--- config.mk ---
export PLATFORM = sky130hd
export DESIGN_NAME = rr_arb_requester
export DESIGN_NICKNAME = d
export VERILOG_FILES = /design/src/rtl/arb_pkg.sv /design/src/rtl/arb_req_chan.sv /design/src/rtl/rr_arb_requester.sv
export SDC_FILE = /design/constraint.sdc
export NUM_CORES = 1
export LEC_CHECK = 0
export ABC_AREA = 1
export BUFFER_PORTS_ARGS = -buffer_cell sky130_fd_sc_hd__buf_2
export CAP_MARGIN = 20
export CORE_MARGIN = 5
export CORE_UTILIZATION = 58
export CTS_CLUSTER_DIAMETER = 50
export CTS_CLUSTER_SIZE = 24
export DETAILED_ROUTE_END_ITERATION = 16
export PLACE_DENSITY = 0.88
export SYNTH_ARGS = -nofsm -noshare
export SYNTH_HDL_FRONTEND = slang
export SYNTH_SLANG_ARGS = --single-unit
export TNS_END_PERCENT = 5
--- constraint.sdc ---
create_clock -name clk -period 1.33 [get_ports clk]
set_input_delay 0 -clock clk [delete_from_list [all_inputs] [get_ports clk]]
set_output_delay 0 -clock clk [all_outputs]
set_load 0.005 [all_outputs]
--- src/rtl/arb_pkg.sv ---
// Shared types and helpers for the round-robin arbiter requester front end.
package arb_pkg;

  localparam int N_DEF = 4;

  typedef enum logic [1:0] {
    ST_IDLE = 2'd0,
    ST_REQ  = 2'd1,
    ST_GAP  = 2'd2
  } chan_st_e;

  typedef struct packed {
    logic job_ready;
    logic req;
    logic beat;
    logic done;
    logic starve_err;
    logic spurious_err;
  } chan_rsp_t;

  function automatic int starve_w(input int limit);
    return $clog2(limit + 1);
  endfunction

endpackage

--- src/rtl/arb_req_chan.sv ---
// One requester channel: job FSM, remaining-beat counter, starvation counter
// and the channel's sticky error flags.
module arb_req_chan
  import arb_pkg::*;
#(
  parameter int LEN_W        = 4,
  parameter int STARVE_LIMIT = 16
) (
  input  logic             clk,
  input  logic             rst_n,
  input  logic             job_valid,
  input  logic [LEN_W-1:0] job_len,
  input  logic             gnt,
  input  logic             err_clr,
  output chan_rsp_t        rsp
);

  localparam int SW = starve_w(STARVE_LIMIT);
  localparam logic [LEN_W:0] R_ONE = (LEN_W+1)'(1);
  localparam logic [SW-1:0]  S_ONE = SW'(1);
  localparam logic [SW-1:0]  S_LIM = SW'(STARVE_LIMIT);

  chan_st_e       st, st_nxt;
  logic [LEN_W:0] rem, rem_nxt;
  logic [SW-1:0]  scnt, scnt_nxt;
  logic           starve_q, spur_q;
  logic           req, beat, waiting, starve_set, spur_set;

  assign req        = (st == ST_REQ);
  assign beat       = req & gnt;
  assign waiting    = req & ~gnt;
  assign spur_set   = gnt & ~req;
  // Re-fires while saturated so a concurrent err_clr cannot hide ongoing starvation
  assign starve_set = waiting && (scnt_nxt == S_LIM);

  always_comb begin
    st_nxt  = st;
    rem_nxt = rem;
    case (st)
      ST_IDLE: if (job_valid) begin
        rem_nxt = {1'b0, job_len} + R_ONE;
        st_nxt  = ST_REQ;
      end
      ST_REQ: if (gnt) begin
        rem_nxt = rem - R_ONE;
        if (rem == R_ONE) st_nxt = ST_GAP;
      end
      ST_GAP:  st_nxt = ST_IDLE;
      default: st_nxt = ST_IDLE;
    endcase
  end

  always_comb begin
    scnt_nxt = '0;
    if (waiting) scnt_nxt = (scnt == S_LIM) ? scnt : scnt + S_ONE;
  end

  always_ff @(posedge clk or negedge rst_n) begin
    if (!rst_n) begin
      st       <= ST_IDLE;
      rem      <= '0;
      scnt     <= '0;
      starve_q <= 1'b0;
      spur_q   <= 1'b0;
    end else begin
      st       <= st_nxt;
      rem      <= rem_nxt;
      scnt     <= scnt_nxt;
      starve_q <= starve_set | (starve_q & ~err_clr);
      spur_q   <= spur_set | (spur_q & ~err_clr);
    end
  end

  assign rsp.job_ready    = (st == ST_IDLE);
  assign rsp.req          = req;
  assign rsp.beat         = beat;
  assign rsp.done         = (st == ST_GAP);
  assign rsp.starve_err   = starve_q;
  assign rsp.spurious_err = spur_q;

endmodule

--- src/rtl/rr_arb_requester.sv ---
// Requester-side front end for the N-way round-robin arbiter: per-channel
// job FSMs plus the shared multi-grant check.
module rr_arb_requester
  import arb_pkg::*;
#(
  parameter int N            = N_DEF,
  parameter int LEN_W        = 4,
  parameter int STARVE_LIMIT = 16
) (
  input  logic               clk,
  input  logic               rst_n,
  input  logic [N-1:0]       job_valid,
  input  logic [N*LEN_W-1:0] job_len,
  output logic [N-1:0]       job_ready,
  output logic [N-1:0]       REQ,
  input  logic [N-1:0]       GNT,
  output logic [N-1:0]       beat,
  output logic [N-1:0]       done,
  input  logic               err_clr,
  output logic [N-1:0]       starve_err,
  output logic [N-1:0]       spurious_err,
  output logic               onehot_err
);

  localparam logic [N-1:0] G_ONE = N'(1);

  chan_rsp_t rsp [N];
  logic      multi_gnt;

  for (genvar gi = 0; gi < N; gi++) begin : g_chan
    arb_req_chan #(
      .LEN_W       (LEN_W),
      .STARVE_LIMIT(STARVE_LIMIT)
    ) u_chan (
      .clk      (clk),
      .rst_n    (rst_n),
      .job_valid(job_valid[gi]),
      .job_len  (job_len[gi*LEN_W +: LEN_W]),
      .gnt      (GNT[gi]),
      .err_clr  (err_clr),
      .rsp      (rsp[gi])
    );
    assign job_ready[gi]    = rsp[gi].job_ready;
    assign REQ[gi]          = rsp[gi].req;
    assign beat[gi]         = rsp[gi].beat;
    assign done[gi]         = rsp[gi].done;
    assign starve_err[gi]   = rsp[gi].starve_err;
    assign spurious_err[gi] = rsp[gi].spurious_err;
  end

  // Clearing the lowest set bit leaves something only if two or more were set
  assign multi_gnt = |(GNT & (GNT - G_ONE));

  always_ff @(posedge clk or negedge rst_n) begin
    if (!rst_n) onehot_err <= 1'b0;
    else        onehot_err <= multi_gnt | (onehot_err & ~err_clr);
  end

endmodule

==> results.md, run 1 <==
- Required @ worst endpoint: between 1500 and 2000 ps
- Routability cong.: between 0.8 and 0.9
- 1st-iter DRT viols: 186
- CTS tree: built
- Clock-pin slew on the worst setup and hold paths: about 60 ps
- Initial antenna violation count: 0
- Slew Viols, Final: 0
- Detailed Place HPWL: 5370 µm
- Core footprint: 5960 µm²
- Gate Count Post-Synth: 447
- Final hold slack: approximately 15 ps
- Worst skew pair latency: between 300 and 400 ps
- Register area share after synthesis: roughly 40%
- Worst slew pin tran: around 340 ps
- Register share of total power: 34.3%
- Startpoint class of the critical path: register
- Clk network pwr share: between 15 and 20%
- Static Leak: between 2 and 2.5 nW
- Synth Register Bits: 57
- Critical setup path kind: register to register
- Setup Viol. Count Final: 0
- Comb power frac: a little under half
- Post-route ant nets: 0
- Total track usage: 21.7%
- P_sw: 0.00356 W
- Sw Ratio: between 40% and 50%
- Most common cell after layout, fill and taps aside: nand2_1
- Vias in the first global route: a little over 3k
- Top-area cell type share of the netlist area: ~40%
- Mapped Area: ~3600 µm²
- CTS sink cnt: between 50 and 60
- Layout area overhead: 17.8%
- Die Span Y: 88.4 µm
- Max Freq: around 750 MHz
- Max FO, Critical Path: 5
- I/O Buffers: between 50 and 60
- Cell Rows: 28
- Final-report hold violation count: 0
- # Max-Cap Violations: 0
- Yosys warns: 0
- Largest net degree at the start of global routing: 58
- Status: finished, final reports clean
- Top post-synthesis cells by area: dfrtp_1 (40%), nand2_1 (9.7%), inv_1 (7.1%), ha_1 (7.0%), nand3_1 (6.2%)
- Inserted Diodes: 0
- Worst min path class: input pin to register
- DR pass1 iterations: 4
- Dpl cells: ~550
- Initial Utilization: about 60%
- P_int: 0.00458 W
- DRC Markers: 0
- First-pass GRT wire length: 13,200 µm
- Vias per inst: approximately 5.2
- Clock skew: 4.46 ps
- Share of cells above drive strength 1: between 20% and 30%
- CTS buffer count: 9
- DIE AREA: 7810 µm²
- RSZ-0062 raised after global routing: true
- Arrival time at the worst endpoint: 1550 ps
- Period utilisation layout: ~100%
- Minimum clock period: 1330 ps
- GR Overflow Total: 0
- Cell accounting for the most synthesized area: dfrtp_1
- CP endpoint kind: register
- VDD IR max: between 1 and 1.5 mV
- Syn nets: around 490
- Power Density: ~1900 nW/µm²
- Avg Inst Size Synth: about 8.0 µm²
- Most frequent cells in the layout: nand2_1 (87), inv_1 (60), dfrtp_1 (55)
- Vias: between 3k and 4k
- I/O pin cnt: 52
- Rel. slew slack: approximately 77%
- Final wirelength: around 7800 µm
- Post-route insts no fill: slightly below 600
- Clk root buf: clkbuf_8
- Die Wd: 88.4 µm
- H-tree Lvls: 3
- CTS max path bufs: 2
- Post-synth cell types: 33
- # nets final: about 550
- Routed WL per cell: 13.4 µm
## kinds of logic (layout without fill, tap and decap cells)
group | Yosys count | in the layout | synth area share [%]
and+or+nand+nor | 208 | 208 | 27.9
buffers and inverters | 97 | 158 | 12.8
DFF | 57 | 57 | 40.1
AOI/OAI and AO/OA | 52 | 52 | 9.07
adders and majority gates | 20 | 20 | 7.03
xor gates and xnor gates | 13 | 13 | 3.20
## synthesized netlist by cell type (all sizes together)
cell type  count
nor2          48
o2111ai        1
buf           21
nand2        102
a31oi          6
nand4         11
o21ai         32
dfrtp         57
o211ai         4
inv           74
ha            20
o22ai          1
a21o           1
xnor2          5
nand3         46
a21oi          6
xor2           8
nor3           1
a22oi          1
clkinv         2
## final cells by class
| class | instances | area [µm²] |
|---|---|---|
| well taps | 75 | 93.8 |
| multi-input cells | 293 | 1750 |
| clock buffers | 13 | 169 |
| flip-flops and latches | 57 | 1430 |
| inverters | 76 | 307 |
| fillers | 461 | 1760 |
| repair buffers | 69 | 443 |
## what timing repair did
item                       4_1_cts  5_1_grt
setup endpoints to repair        1       12
hold endpoints to repair        70        0
hold buffers                    16        0
gates cloned                     0        0
resized for setup                1       38
buffers inserted                 0        1
pin swaps                        0        6
## critical path, stage by stage (launching register included)
cell	delay (ps)
dfrtp_1	440
ha_2	210
nand2_1	90
inv_1	50
nor2_2	120
nand3_2	90
nand2_1	80
nor2_1	50
nand2_1	60
nand2_1	40
## state kept, by name, indices dropped and copies added (netlist names)
name,count
g_chan.u_chan.scnt,20
g_chan.u_chan.spur_q,4
g_chan.u_chan.starve_q,4
g_chan.u_chan.st,8
onehot_err,1
g_chan.u_chan.rem,20
## routing by layer
layer	global-route usage (%)	vias up	routed length [µm]
met1	25.4	1447	3240
met2	38.5	79	4140
met3	6.15	6	421
met4	6.59	0	48
li1	-	1524	-
met5	0	-	0
## final timing paths
kind                                                start                        end  slack [ps]  depth (start not counted)
min in group asynchronous                           rst_n    g_chan[3].u_chan.rem[2]         190                          3
max in group asynchronous                           rst_n   g_chan[0].u_chan.scnt[0]         860                          3
worst min register to register  g_chan[3].u_chan.starve_q  g_chan[3].u_chan.starve_q         470                          2
worst max-delay path             g_chan[1].u_chan.scnt[0]  g_chan[1].u_chan.starve_q           4                          9
worst max register to register   g_chan[1].u_chan.scnt[0]  g_chan[1].u_chan.starve_q           4                          9
worst min-delay path                           job_len[4]    g_chan[1].u_chan.rem[0]          20                          4
## power groups by stage
stage               registers, W  logic [W]  clock network [W]
finish                   0.00279    0.00391            0.00145
global route             0.00287    0.00447            0.00155
global placement         0.00275    0.00344                  0
CTS                      0.00276    0.00370            0.00148
floorplan                0.00268    0.00305                  0
detailed placement       0.00278    0.00363                  0
## stage by stage
stage          area [µm²]  total power (W)  setup slack (ps)  TNS [ps]  utilization [%]
2_1_floorplan        3560          0.00573               121         0                -
3_3_place_gp         3770          0.00619              86.1         0             63.3
3_5_place_dp         3770          0.00641              37.0         0             63.3
4_1_cts              4100          0.00794              14.3         0             68.8
5_1_grt              4200          0.00890              -103      -230             70.4
6_report             4200          0.00814              3.58         0             70.4
No activity file was read; power rests on OpenSTA's default activity.
==> run 2: changes to the inputs <==
==> constraint.sdc (replaced) <==
create_clock -name clk -period 1.33 [get_ports clk]
set_input_delay 0 -clock clk [delete_from_list [all_inputs] [get_ports clk]]
set_output_delay 0 -clock clk [all_outputs]
set_load 0.05 [all_outputs]
==> run 2 against run 1 <==
  * The run now ends with setup timing left
  * Global-route usage up 0.37 points
  * Utilization grew 1.9 points
  * Register-to-register slack worse by 30 ps
  * Critical endpoint unchanged
  * Highest routed layer unchanged
==> results.md, run 2 (synthesis gave the netlist of run 1 again) <==
- Tot Pwr: 0.00935 W (was 0.00814 W)
- # Max-Cap Violations: 0 (unchanged)
- Arrival time at the worst endpoint: 1590 ps (was 1550 ps)
- GR Overflow Total: 0 (unchanged)
- Critical R2R Launch: g_chan[1].u_chan.scnt[0] (unchanged)
- RSZ-0062 raised after global routing: true (unchanged)
- CP cell instances: ha_2 > nand2_1 > inv_1 > nor2_2 > nand3_2 > nand2_1 > nor2_1 > nand2_1 > nand2_1 (unchanged)
- Critical setup path kind: register to register (unchanged)
- Slew Viols, Final: 0 (unchanged)
- Cell Rows: 28 (unchanged)
- Worst path slowest cell: dfrtp_1 (unchanged)
- DR pass1 iterations: 5 (was 4)
- Worst hold start: job_len[4] (unchanged)
- Clock-pin slew on the worst setup and hold paths: 60 ps (about the same)
- Rel. slew slack: 76.4% (was 77.2%)
- Die Wd: 88.4 µm (unchanged)
- Largest net degree at the start of global routing: 58 (unchanged)
- CTS buffer count: 9 (unchanged)
- Power Density: 2170 nW/µm² (was 1940 nW/µm²)
- Routed WL per cell: 14.3 µm (was 13.4 µm)
- Crit-path most repeated cell: nand2_1 (unchanged)
- Register-to-Register Path Depth: 9 (unchanged)
- H-tree Lvls: 3 (unchanged)
- DRC Markers: 0 (unchanged)
- Stages on the worst setup path: 9 (unchanged)
- Inserted Diodes: 0 (unchanged)
- Buf/Inv on CP: 1 (unchanged)
- Initial antenna violation count: 0 (unchanged)
- Vias per inst: 5.35 (was 5.24)
- FF-to-FF End: g_chan[1].u_chan.starve_q (unchanged)
- Max FO, Critical Path: 5 (unchanged)
- Layout area overhead: 21.0% (was 17.8%)
- I/O pin cnt: 52 (unchanged)
- Failing checks: setup timing
- I/O Buffers: 51 (unchanged)
- CTS tree: built (unchanged)
- Core footprint: 5960 µm² (unchanged)
- Vias: 3,154 (was 3,056)
- Setup Viol. Count Final: 1 (was 0)
- Max Freq: 735 MHz (was 754 MHz)
- Final wirelength: 8410 µm (was 7840 µm)
- Pre-CTS WS: 37.0 ps (unchanged)
- Required @ worst endpoint: 1560 ps (about the same)
- Total track usage: 22.0% (was 21.7%)
- Setup ws final: -30.7 ps (was 3.58 ps)
- Clock skew: 3.22 ps (was 4.46 ps)
- Initial Utilization: 59.8% (unchanged)
- Vias in the first global route: 3,118 (was 3,053)
- Minimum clock period: 1360 ps (was 1330 ps)
- Worst min path class: input pin to register (unchanged)
- 1st-iter DRT viols: 182 (was 186)
- Largest registers: g_chan.u_chan.rem (20), g_chan.u_chan.scnt (20), g_chan.u_chan.st (8) (unchanged)
- # nets final: 560 (was 553)
- CP delay by family, top: simple AND/OR/NAND/NOR gates (unchanged)
- Startpoint class of the critical path: register (unchanged)
- Share of cells above drive strength 1: 27.0% (was 25.2%)
- Most frequent cells in the layout: nand2_1 (87), inv_1 (56), dfrtp_1 (55) (was nand2_1 (87), inv_1 (60), dfrtp_1 (55))
- Routability cong.: 0.818 (unchanged)
- Post-route setup TNS: -30.7 ps (was 0 ps)
- Worst slew pin tran: 351 ps (was 339 ps)
- Static Leak: 2.24 nW (was 2.20 nW)
- Critical path origin: g_chan[1].u_chan.scnt[0] (unchanged)
- CTS sink cnt: 57 (unchanged)
- First-pass GRT wire length: 13,500 µm (was 13,200 µm)
- Post-route ant nets: 0 (unchanged)
- DIE AREA: 7810 µm² (unchanged)
- Detailed Place HPWL: 5370 µm (unchanged)
- Clk root buf: clkbuf_8 (unchanged)
- Setup crit end: g_chan[1].u_chan.starve_q (unchanged)
- Final-report hold violation count: 0 (unchanged)
- Worst skew pair latency: 340 ps (about the same)
- CP endpoint kind: register (unchanged)
- R2R Setup Slk: -30 ps (was 4 ps)
- CTS max path bufs: 2 (unchanged)
- Status: complete, but fails checks (was finished, final reports clean)
- VDD IR max: 1.61 mV (was 1.07 mV)
- Crit-path max cell delay: 440 ps (about the same)
- Most common cell after layout, fill and taps aside: nand2_1 (unchanged)
- Die Span Y: 88.4 µm (unchanged)
- Period utilisation layout: 102% (was 99.7%)
-- run 2: changes by cell type in the layout (fill, tap and decap cells not counted), moves of 2 or more --
cell and delta:
buf_4 +6, buf_2 -5, inv_1 -4, buf_6 +3
inv_4 +3, buf_8 +2
-- run 2: metal layers --
layer	vias up	wire length, µm	GRT usage, %
met3	10	443	6.24
met2	100	4510	39.6
li1	1539	-	-
met4	0	93	6.59
met1	1505	3360	25.4
met5	-	0	0
-- run 2: worst min path at each step --
stage / cells after the start / endpoint / slack [ps]
floorplan: 0 / g_chan[0].u_chan.rem[0] / -300
global placement: 2 / g_chan[3].u_chan.rem[2] / 30
detailed placement: 2 / g_chan[3].u_chan.st[0] / 30
CTS: 4 / g_chan[2].u_chan.rem[0] / 3
global route: 4 / g_chan[1].u_chan.rem[0] / 20
finish: 4 / g_chan[1].u_chan.rem[0] / 7
-- run 2: timing repair --
action	4_1_cts	5_1_grt
buffers inserted	2	5
hold buffers	17	0
endpoints found under the setup margin	8	15
hold endpoints to repair	70	0
pin swaps	1	7
resized for setup	16	45
-- run 2: metrics by stage --
step | cell area [µm²] | std cells | util, % | hold WS, ps
floorplan | 3560 | 447 | - | -296
global placement | 3770 | 553 | 63.3 | 25.7
detailed placement | 3770 | 553 | 63.3 | 25.4
CTS | 4160 | 585 | 69.9 | 3.00
global route | 4310 | 590 | 72.4 | 15.3
finish | 4310 | 590 | 72.4 | 6.72
-- run 2: power breakdown --
part / switching [W] / leakage (nW) / internal [W]
Combinational: 0.00336 / 1.44 / 0.00173
Clock: 0.000654 / 0.0875 / 0.000798
Sequential: 0.000488 / 0.719 / 0.00232
Total: 0.00451 / 2.24 / 0.00484
-- run 2: cell type report --
class                           count  area [µm²]
Multi-Input combinational cell    293        1770
Fill cell                         441        1650
Sequential cell                    57        1430
Timing Repair Buffer               76         537
Inverter                           76         317
Clock buffer                       13         169
Tap cell                           75        93.8
-- run 2: worst reg2reg max path, delay by kind of cell, from the launching register on --
kind | cells | cell delay, ps
buf+inv | 1 | 50
fa+ha+maj | 1 | 210
flops | 1 | 440
simple gates | 7 | 560
